==> src/rtl/binary_adder_pipe_pkg.sv <==
// Shared definitions for the pipelined adder/subtractor: operation encodings
// and the geometry legality check used at elaboration.
package binary_adder_pipe_pkg;

  typedef enum logic [1:0] {
    MODE_ADD  = 2'b00,
    MODE_SUB  = 2'b01,
    MODE_PASS = 2'b10,
    MODE_INC  = 2'b11
  } mode_e;

  function automatic bit slice_cfg_ok(input int w, input int s);
    return (s > 0) && (w >= s) && ((w % s) == 0);
  endfunction

endpackage

==> src/rtl/adder_slice.sv <==
// One SLICE-bit segment of the pipelined carry chain: plain sum with
// carry-in and carry-out, no state.
module adder_slice #(
  parameter int SLICE = 4
) (
  input  logic [SLICE-1:0] a_i,
  input  logic [SLICE-1:0] b_i,
  input  logic             c_i,
  output logic [SLICE-1:0] s_o,
  output logic             c_o
);

  assign {c_o, s_o} = {1'b0, a_i} + {1'b0, b_i} + {{SLICE{1'b0}}, c_i};

endmodule

==> src/rtl/binary_adder_pipe.sv <==
// Pipelined W-bit adder/subtractor: one SLICE-bit carry segment per stage,
// operand skew ahead of the chain and result de-skew behind it.
module binary_adder_pipe
  import binary_adder_pipe_pkg::*;
#(
  parameter int W     = 16,
  parameter int SLICE = 4
) (
  input  logic         CLK,
  input  logic         RESET,
  input  logic         EN,
  input  logic         IN_VALID,
  input  logic [1:0]   MODO,
  input  logic [W-1:0] A,
  input  logic [W-1:0] B,
  input  logic         Cin,
  output logic [W-1:0] Q,
  output logic         RCO,
  output logic         OVF,
  output logic         OUT_VALID
);

  localparam int NSTAGES = W / SLICE;

  if (!slice_cfg_ok(W, SLICE)) begin : g_bad_cfg
    $fatal(1, "binary_adder_pipe: W must be a non-zero multiple of SLICE");
  end

  logic [W-1:0] b_eff_s;
  logic         cin_eff_s;

  // Map each mode onto a plain add: subtract uses ~B and ~Cin, pass adds zero
  always_comb begin
    b_eff_s   = B;
    cin_eff_s = Cin;
    case (mode_e'(MODO))
      MODE_ADD: begin
        b_eff_s   = B;
        cin_eff_s = Cin;
      end
      MODE_SUB: begin
        b_eff_s   = ~B;
        cin_eff_s = ~Cin;
      end
      MODE_PASS: begin
        b_eff_s   = {W{1'b0}};
        cin_eff_s = 1'b0;
      end
      MODE_INC: begin
        b_eff_s   = {W{1'b0}};
        cin_eff_s = 1'b1;
      end
      default: begin
        b_eff_s   = B;
        cin_eff_s = Cin;
      end
    endcase
  end

  for (genvar k = 0; k < NSTAGES; k++) begin : g_stage
    localparam int LO = k * SLICE;
    localparam int HI = LO + SLICE;

    logic [W-1:LO]    a_up_s;
    logic [W-1:LO]    b_up_s;
    logic [HI-1:0]    res_s;
    logic [SLICE-1:0] sum_s;
    logic             c_in_s;
    logic             c_out_s;
    logic             vld_s;
    logic [1:0]       mode_s;

    if (k == 0) begin : g_src
      assign a_up_s = A;
      assign b_up_s = b_eff_s;
      assign c_in_s = cin_eff_s;
      assign mode_s = MODO;
      assign vld_s  = IN_VALID;
      assign res_s  = sum_s;
    end else begin : g_src
      assign a_up_s = g_stage[k-1].g_bank.a_q;
      assign b_up_s = g_stage[k-1].g_bank.b_q;
      assign c_in_s = g_stage[k-1].g_bank.c_q;
      assign mode_s = g_stage[k-1].g_bank.mode_q;
      assign vld_s  = g_stage[k-1].g_bank.vld_q;
      assign res_s  = {sum_s, g_stage[k-1].g_bank.res_q};
    end

    adder_slice #(.SLICE(SLICE)) u_slice (
      .a_i (a_up_s[HI-1:LO]),
      .b_i (b_up_s[HI-1:LO]),
      .c_i (c_in_s),
      .s_o (sum_s),
      .c_o (c_out_s)
    );

    if (k < NSTAGES - 1) begin : g_bank
      logic [W-1:HI] a_q;
      logic [W-1:HI] b_q;
      logic [HI-1:0] res_q;
      logic          c_q;
      logic          vld_q;
      logic [1:0]    mode_q;

      // Carry the untouched operand slices forward and the finished low slices behind
      always_ff @(posedge CLK) begin
        if (RESET) begin
          a_q    <= '0;
          b_q    <= '0;
          res_q  <= '0;
          c_q    <= 1'b0;
          vld_q  <= 1'b0;
          mode_q <= 2'b00;
        end else if (EN) begin
          a_q    <= a_up_s[W-1:HI];
          b_q    <= b_up_s[W-1:HI];
          res_q  <= res_s;
          c_q    <= c_out_s;
          vld_q  <= vld_s;
          mode_q <= mode_s;
        end
      end
    end
  end

  logic [W-1:0] last_res_s;
  logic [1:0]   last_mode_s;
  logic         last_c_s;
  logic         last_vld_s;
  logic         last_sa_s;
  logic         last_sb_s;
  logic         ovf_raw_s;
  logic         rco_d;
  logic         ovf_d;

  assign last_res_s  = g_stage[NSTAGES-1].res_s;
  assign last_mode_s = g_stage[NSTAGES-1].mode_s;
  assign last_c_s    = g_stage[NSTAGES-1].c_out_s;
  assign last_vld_s  = g_stage[NSTAGES-1].vld_s;
  assign last_sa_s   = g_stage[NSTAGES-1].a_up_s[W-1];
  assign last_sb_s   = g_stage[NSTAGES-1].b_up_s[W-1];

  // Carry becomes borrow for subtract; pass never reports carry or overflow
  always_comb begin
    rco_d     = 1'b0;
    ovf_d     = 1'b0;
    ovf_raw_s = (last_sa_s == last_sb_s) && (last_res_s[W-1] != last_sa_s);
    case (mode_e'(last_mode_s))
      MODE_ADD, MODE_INC: begin
        rco_d = last_c_s;
        ovf_d = ovf_raw_s;
      end
      MODE_SUB: begin
        rco_d = ~last_c_s;
        ovf_d = ovf_raw_s;
      end
      MODE_PASS: begin
        rco_d = 1'b0;
        ovf_d = 1'b0;
      end
      default: begin
        rco_d = 1'b0;
        ovf_d = 1'b0;
      end
    endcase
  end

  logic [W-1:0] q_q;
  logic         rco_q;
  logic         ovf_q;
  logic         out_valid_q;

  // Result register: bubbles clear OUT_VALID but leave the last result on Q
  always_ff @(posedge CLK) begin
    if (RESET) begin
      q_q         <= '0;
      rco_q       <= 1'b0;
      ovf_q       <= 1'b0;
      out_valid_q <= 1'b0;
    end else if (EN) begin
      out_valid_q <= last_vld_s;
      if (last_vld_s) begin
        q_q   <= last_res_s;
        rco_q <= rco_d;
        ovf_q <= ovf_d;
      end
    end
  end

  assign Q         = q_q;
  assign RCO       = rco_q;
  assign OVF       = ovf_q;
  assign OUT_VALID = out_valid_q;

endmodule

==> config.mk <==
export PLATFORM = sky130hd
export DESIGN_NAME = binary_adder_pipe
export DESIGN_NICKNAME = d
export VERILOG_FILES = /design/src/rtl/binary_adder_pipe_pkg.sv /design/src/rtl/adder_slice.sv /design/src/rtl/binary_adder_pipe.sv
export SDC_FILE = /design/constraint.sdc
export NUM_CORES = 1
export LEC_CHECK = 0
export BUFFER_PORTS_ARGS = -buffer_cell sky130_fd_sc_hd__buf_2
export CORE_AREA = 3 3 90 92
export CTS_BUF_LIST = sky130_fd_sc_hd__clkbuf_2
export CTS_CLUSTER_SIZE = 28
export DETAILED_ROUTE_END_ITERATION = 8
export DIE_AREA = 0 0 93 95
export GPL_ROUTABILITY_DRIVEN = 0
export GPL_TIMING_DRIVEN = 1
export PLACE_DENSITY = 0.81
export SETUP_SLACK_MARGIN = 0.3
export SLEW_MARGIN = 20
export SYNTH_ARGS = -nofsm -noshare
export SYNTH_HDL_FRONTEND = slang
export SYNTH_SLANG_ARGS = --single-unit
==> constraint.sdc <==
create_clock -name CLK -period 4 [get_ports CLK]
set_clock_uncertainty 0.15 [all_clocks]
set_input_delay 0.4 -clock CLK [delete_from_list [all_inputs] [get_ports CLK]]
set_output_delay 0.4 -clock CLK [all_outputs]
set_load 0.1 [all_outputs]
Yosys cells after proc, flatten, opt, wreduce, memory -nomap -nowiden
Index checks and enable logic that the tools add are counted.

word-level totals
  word-level logic and storage cells = 52
  input port bits = 39
  register bits after elaboration = 103
  output and inout port bits = 19

cells by class
  reductions and logical operators = 7
  add/sub/neg operators = 8
  mux-type cells = 4
  equality and inequality tests = 8
  bitwise logic cells = 3

operators with widths
  operator                                                          number
  16-bit one-hot mux with 3 select lines                            1
  4-bit by 4-bit adder with 5-bit output                            4
  5-bit by 1-bit adder with 5-bit output                            4
  16-bit inverter                                                   1
  2-bit == test (second input constant)                             4
  2-bit by 1-bit == test with 1-bit output (second input constant)  2
  2-bit logical NOT                                                 2
  1-bit one-hot mux with 4 select lines                             1
  2-bit OR reduction                                                2
  1-bit one-hot mux with 3 select lines                             1
  3-bit OR reduction                                                1
  1-bit inverter                                                    2
  1-bit one-hot mux with 2 select lines                             1
  2-bit AND reduction                                               1
  1-bit == test                                                     1
  1-bit logical AND                                                 1
  1-bit != test                                                     1

Logic depth before layout (Yosys ltp)
  word-level depth = 5
  gate-level depth with buffers = 9
  gate-level depth less buffers = 7

Modules after synthesis
Synthesis repeated with hierarchy kept, for this count alone.

unflattened totals
  cell total of the unflattened synthesis = 464
  area, all modules = 4570.6 µm²

by module, submodules not included
  module             area an instance (µm²)  sequential area each (µm²)  times used  cells an instance
  binary_adder_pipe  3995.1                  2062.0                      1           400
  adder_slice        143.9                   0.0                         4           16

Least setup slack after synthesis
Ideal clock, no wire load.

  path type = input -> register
  start = in MODO[0]
  end = reg g_stage[0].g_bank.c_q
  data arrival time = 2.128 ns
  stages = 9
  slack = 1.588 ns
  path buffers = 2
  setup time = 0.134 ns
  path through = buf_4 -> buf_4 -> xnor2_1 -> nor2_1 -> fa_1 -> fa_1 -> a21o_1 -> a21oi_1 -> a211oi_1

on the way
  word-level cells in the longest chain between the ends = 5

RTL lines
  what                                      RTL line                  RTL
  start, declared                           binary_adder_pipe.sv:13   input logic [1:0] MODO,
  2-bit == test                             binary_adder_pipe.sv:36   case (mode_e'(MODO))
  2-bit OR reduction (no line)              n/a
  16-bit one-hot mux with 3 select lines    binary_adder_pipe.sv:36
  4-bit by 4-bit adder with 5-bit output    adder_slice.sv:13         assign {c_o, s_o} = {1'b0, a_i} + {1'b0, b_i} + {{SLICE{1'b0}}, c_i};
  5-bit by 1-bit adder with 5-bit output *  adder_slice.sv:13
  end signal, assigned                      binary_adder_pipe.sv:118  c_q <= c_out_s;
  end, declared                             binary_adder_pipe.sv:101  logic c_q;

Every way passes the cells marked *; elsewhere a longest branch is shown, timed or not.
A chain may end at the register's enable or synchronous reset.

Final worst setup path
  start = reg g_stage[2].g_bank.a_q[12] (netlist bit)
  end = reg rco_q (netlist: RCO)

on the way
  word-level cells in the longest chain between the ends = 4

RTL lines
  what                                      RTL line                  RTL
  start, declared                           binary_adder_pipe.sv:98   logic [W-1:HI] a_q;
  start signal, assigned                    binary_adder_pipe.sv:115  a_q <= a_up_s[W-1:HI];
  4-bit by 4-bit adder with 5-bit output *  adder_slice.sv:13
  5-bit by 1-bit adder with 5-bit output *  adder_slice.sv:13
  1-bit inverter                            binary_adder_pipe.sv:154  rco_d = ~last_c_s;
  1-bit one-hot mux with 3 select lines *   binary_adder_pipe.sv:148  case (mode_e'(last_mode_s))
  end signal, assigned                      binary_adder_pipe.sv:184  rco_q <= rco_d;
  end, declared                             binary_adder_pipe.sv:169  logic rco_q;

Marks and branches as above.

==> impl_metrics.toml <==
[die]
die_width_um = 93
core_um2 = 7290
die_h_um = 95
initial_core_util = 0.604
rows = 31
die-area_um2 = 8840
ios = 58

[timing]
worst_slew_pin_slew_ns = 0.965
fin_crit_sh = 0.554
fmax_mhz = 451
max-slew-margin-rel = 0.354
hold_viol = 0
fin_crit_ns = 2.22
setup_violations = 0
final.setup.tns_ns = 0
rsz0062_at_grt = "false"
maxSlewViolCount = 0

[critical_path]
crit_arrival_ns = 2.54
end_kind = "flip-flop"
path_cells = "inv_1, fa_1, fa_1, nor2b_1, o22ai_1, mux2i_1, a211oi_1"
path_class = "reg -> reg"
rrSetupSlack_ns = 1.78
r2r_start = "g_stage[2].g_bank.a_q[12]"
reg2reg_to = "RCO"
cp-startpoint = "g_stage[2].g_bank.a_q[12]"
start_kind = "flip-flop"
worst_path_max_delay_cell = "fa_1"
crit_top_cell = "fa_1"
crit_family = "adder cells"
required_ns = 4.33
r2r_cells = 7
crit_cells = 7
critPathBufInv = 1
worstPathMaxFanout = 2
cpPeakStageDelay_ns = 0.47
crit_end = "RCO"

[final_layout]
final_cells = 612
fin_area_um2 = 4940
final_cell_mix = "dfxtp_1 (103), nor2_1 (93), mux2i_1 (62)"
syn2layout_area_growth_pct = 12.1
diodes = 0
layout_commonest_cell = "dfxtp_1"
drive_above_1_share = 0.148
num-fill-cells = 605
final_nets = 570

[cts]
clock-sinks = 103
clock_path_buffers = 2
clock_latency_ns = 0.54
cts_root_buffer = "clkbuf_2"
clk_pin_slew_ns = 0.27
cts_tree = "built"
htreeDepth = 3
cts_inserted_buffers = 9
ctsResizeCount = 0

[synth]
synth_fp_nets = 516
syn-cell-area_um2 = 4400
ys_seq_elements = 103
synth_edf_count = 0
ys_seq_area_frac = 0.468
async_flop_share = 0
synth_area_per_cell_um2 = 9.67
yosysUniqueCellTypes = 39
synth_ff_type = "dfxtp_1"
syn_inst = 455
ys_warn_count = 0

[route]
drtAntennaViolNets = 0
dr.pass1.iters = 4
highest-signal-layer = "met4"
vias_per_cell = 5.16
vias = 3158
wl_met3_um = 336
drc = 0
wl_met1_um = 3980
routedWlPerCell_um = 13.5
met2_length_um = 3820
wirelength_um = 8280
drt_iter0_markers = 111

[power]
ir_drop_mv = 0.248
power.total_mw = 1.82
p_leak_nw = 2.14
power.density_nw_per_um2 = 368

[placement]
dpl.hpwl_um = 5530
port_buffers = 57
dp_cells = 584
placed_cell_area_um2 = 4670

[global_routing]
grtUsageTotal = 0.200
grt_pass1_wl_um = 14100
grt_max_degree = 82
antenna_found_initial = 0
grt_pass1_vias = 3045
overflow = 0

[worst_hold_path]
min_path_type = "in -> reg"

[job]
cap_violations = 0

[run_status]
outcome = "finished, final reports clean"
-- report_power, final --
group,switching [mW],internal (mW),total [mW],leakage (nW)
clock,0.327,0.200,0.527,0.0677
combinational,0.108,0.0911,0.199,1.23
sequential,0.0215,1.07,1.09,0.838
total,0.457,1.36,1.82,2.14
-- worst reg2reg max path, delay by kind of cell, from the launching register on --
kind / cells / cell delay [ns]
AOI/OAI and AO/OA: 2 / 0.35
adders and majority gates: 2 / 0.87
buffers and inverters: 1 / 0.06
DFF: 1 / 0.38
muxes: 1 / 0.16
and+or+nand+nor: 1 / 0.19
-- flip-flops by register name, summed over array words and instances, names as in the netlist --
signal and count:
Q 16, g_stage.g_bank.b_q 24, RCO 1, g_stage.g_bank.c_q 3, g_stage.g_bank.mode_q 6, g_stage.g_bank.res_q 24, g_stage.g_bank.a_q 24, g_stage.g_bank.vld_q 3
OUT_VALID 1, OVF 1
-- layer usage --
metal / vias up / track usage
li1: 1637 / -
met1: 1451 / 0.257
met2: 59 / 0.333
met3: 11 / 0.0454
met4: 0 / 0.0659
met5: - / 0
-- logic make-up (layout without fill, tap and decap cells) --
family | after synthesis | in the layout | synth area share
compound gates | 56 | 56 | 0.0841
simple gates | 148 | 148 | 0.143
xor+xnor | 19 | 19 | 0.0378
mux | 62 | 62 | 0.141
buf+inv | 45 | 103 | 0.0492
flops | 103 | 103 | 0.468
fa+ha+maj | 22 | 22 | 0.0762
-- layout make-up --
class	count	area, µm²	share of cell area
multi-input cells	307	2120	0.430
inverters	16	60.1	0.0122
repair buffers	72	435	0.0882
flip-flops and latches	103	2060	0.418
well taps	99	124	0.0251
clock buffers	9	45.0	0.00913
clock inverters	6	86.3	0.0175
-- per-stage QoR --
| stage | setup WS [ns] | util | hold WS [ns] |
|---|---|---|---|
| 2_1_floorplan | 1.59 | - | 0.281 |
| 3_3_place_gp | 1.43 | 0.641 | 0.289 |
| 3_5_place_dp | 1.34 | 0.641 | 0.297 |
| 4_1_cts | 1.79 | 0.677 | 0.0101 |
| 5_1_grt | 1.67 | 0.677 | 0.00448 |
| 6_report | 1.78 | 0.677 | 0.0471 |
-- synthesized netlist by cell type, drive strengths merged, types with 6 or more instances --
library cell | instances | area, µm²
a211oi | 8 | 60.1
buf | 20 | 123
fa | 8 | 160
xnor2 | 7 | 61.3
clkbuf | 9 | 33.8
xor2 | 12 | 105
mux2i | 62 | 621
nor2 | 93 | 349
nand2 | 31 | 124
inv | 16 | 60.1
a22oi | 12 | 90.1
nor2b | 6 | 37.5
a21oi | 20 | 100
ha | 14 | 175
dfxtp | 103 | 2060
-- worst min-delay path by stage --
stage / cells past startpoint / slack (ns) / end / start
global placement: 2 / 0.29 / Q[1] / Q[1]
detailed placement: 2 / 0.30 / Q[5] / g_stage[2].g_bank.res_q[5]
CTS: 4 / 0.01 / g_stage[0].g_bank.b_q[5] / B[5]
finish: 4 / 0.05 / g_stage[0].g_bank.b_q[6] / B[6]
floorplan: 2 / 0.28 / Q[0] / g_stage[2].g_bank.res_q[0]
global route: 4 / 0.004 / g_stage[0].g_bank.b_q[4] / B[4]
-- repair_timing --
action / CTS / global route
endpoints found under the setup margin: 0 / 0
hold buffers: 13 / 0
setup buffers: 0 / 0
hold endpoints to repair: 13 / 0
Note: power is estimated with default switching activity, not from simulation.
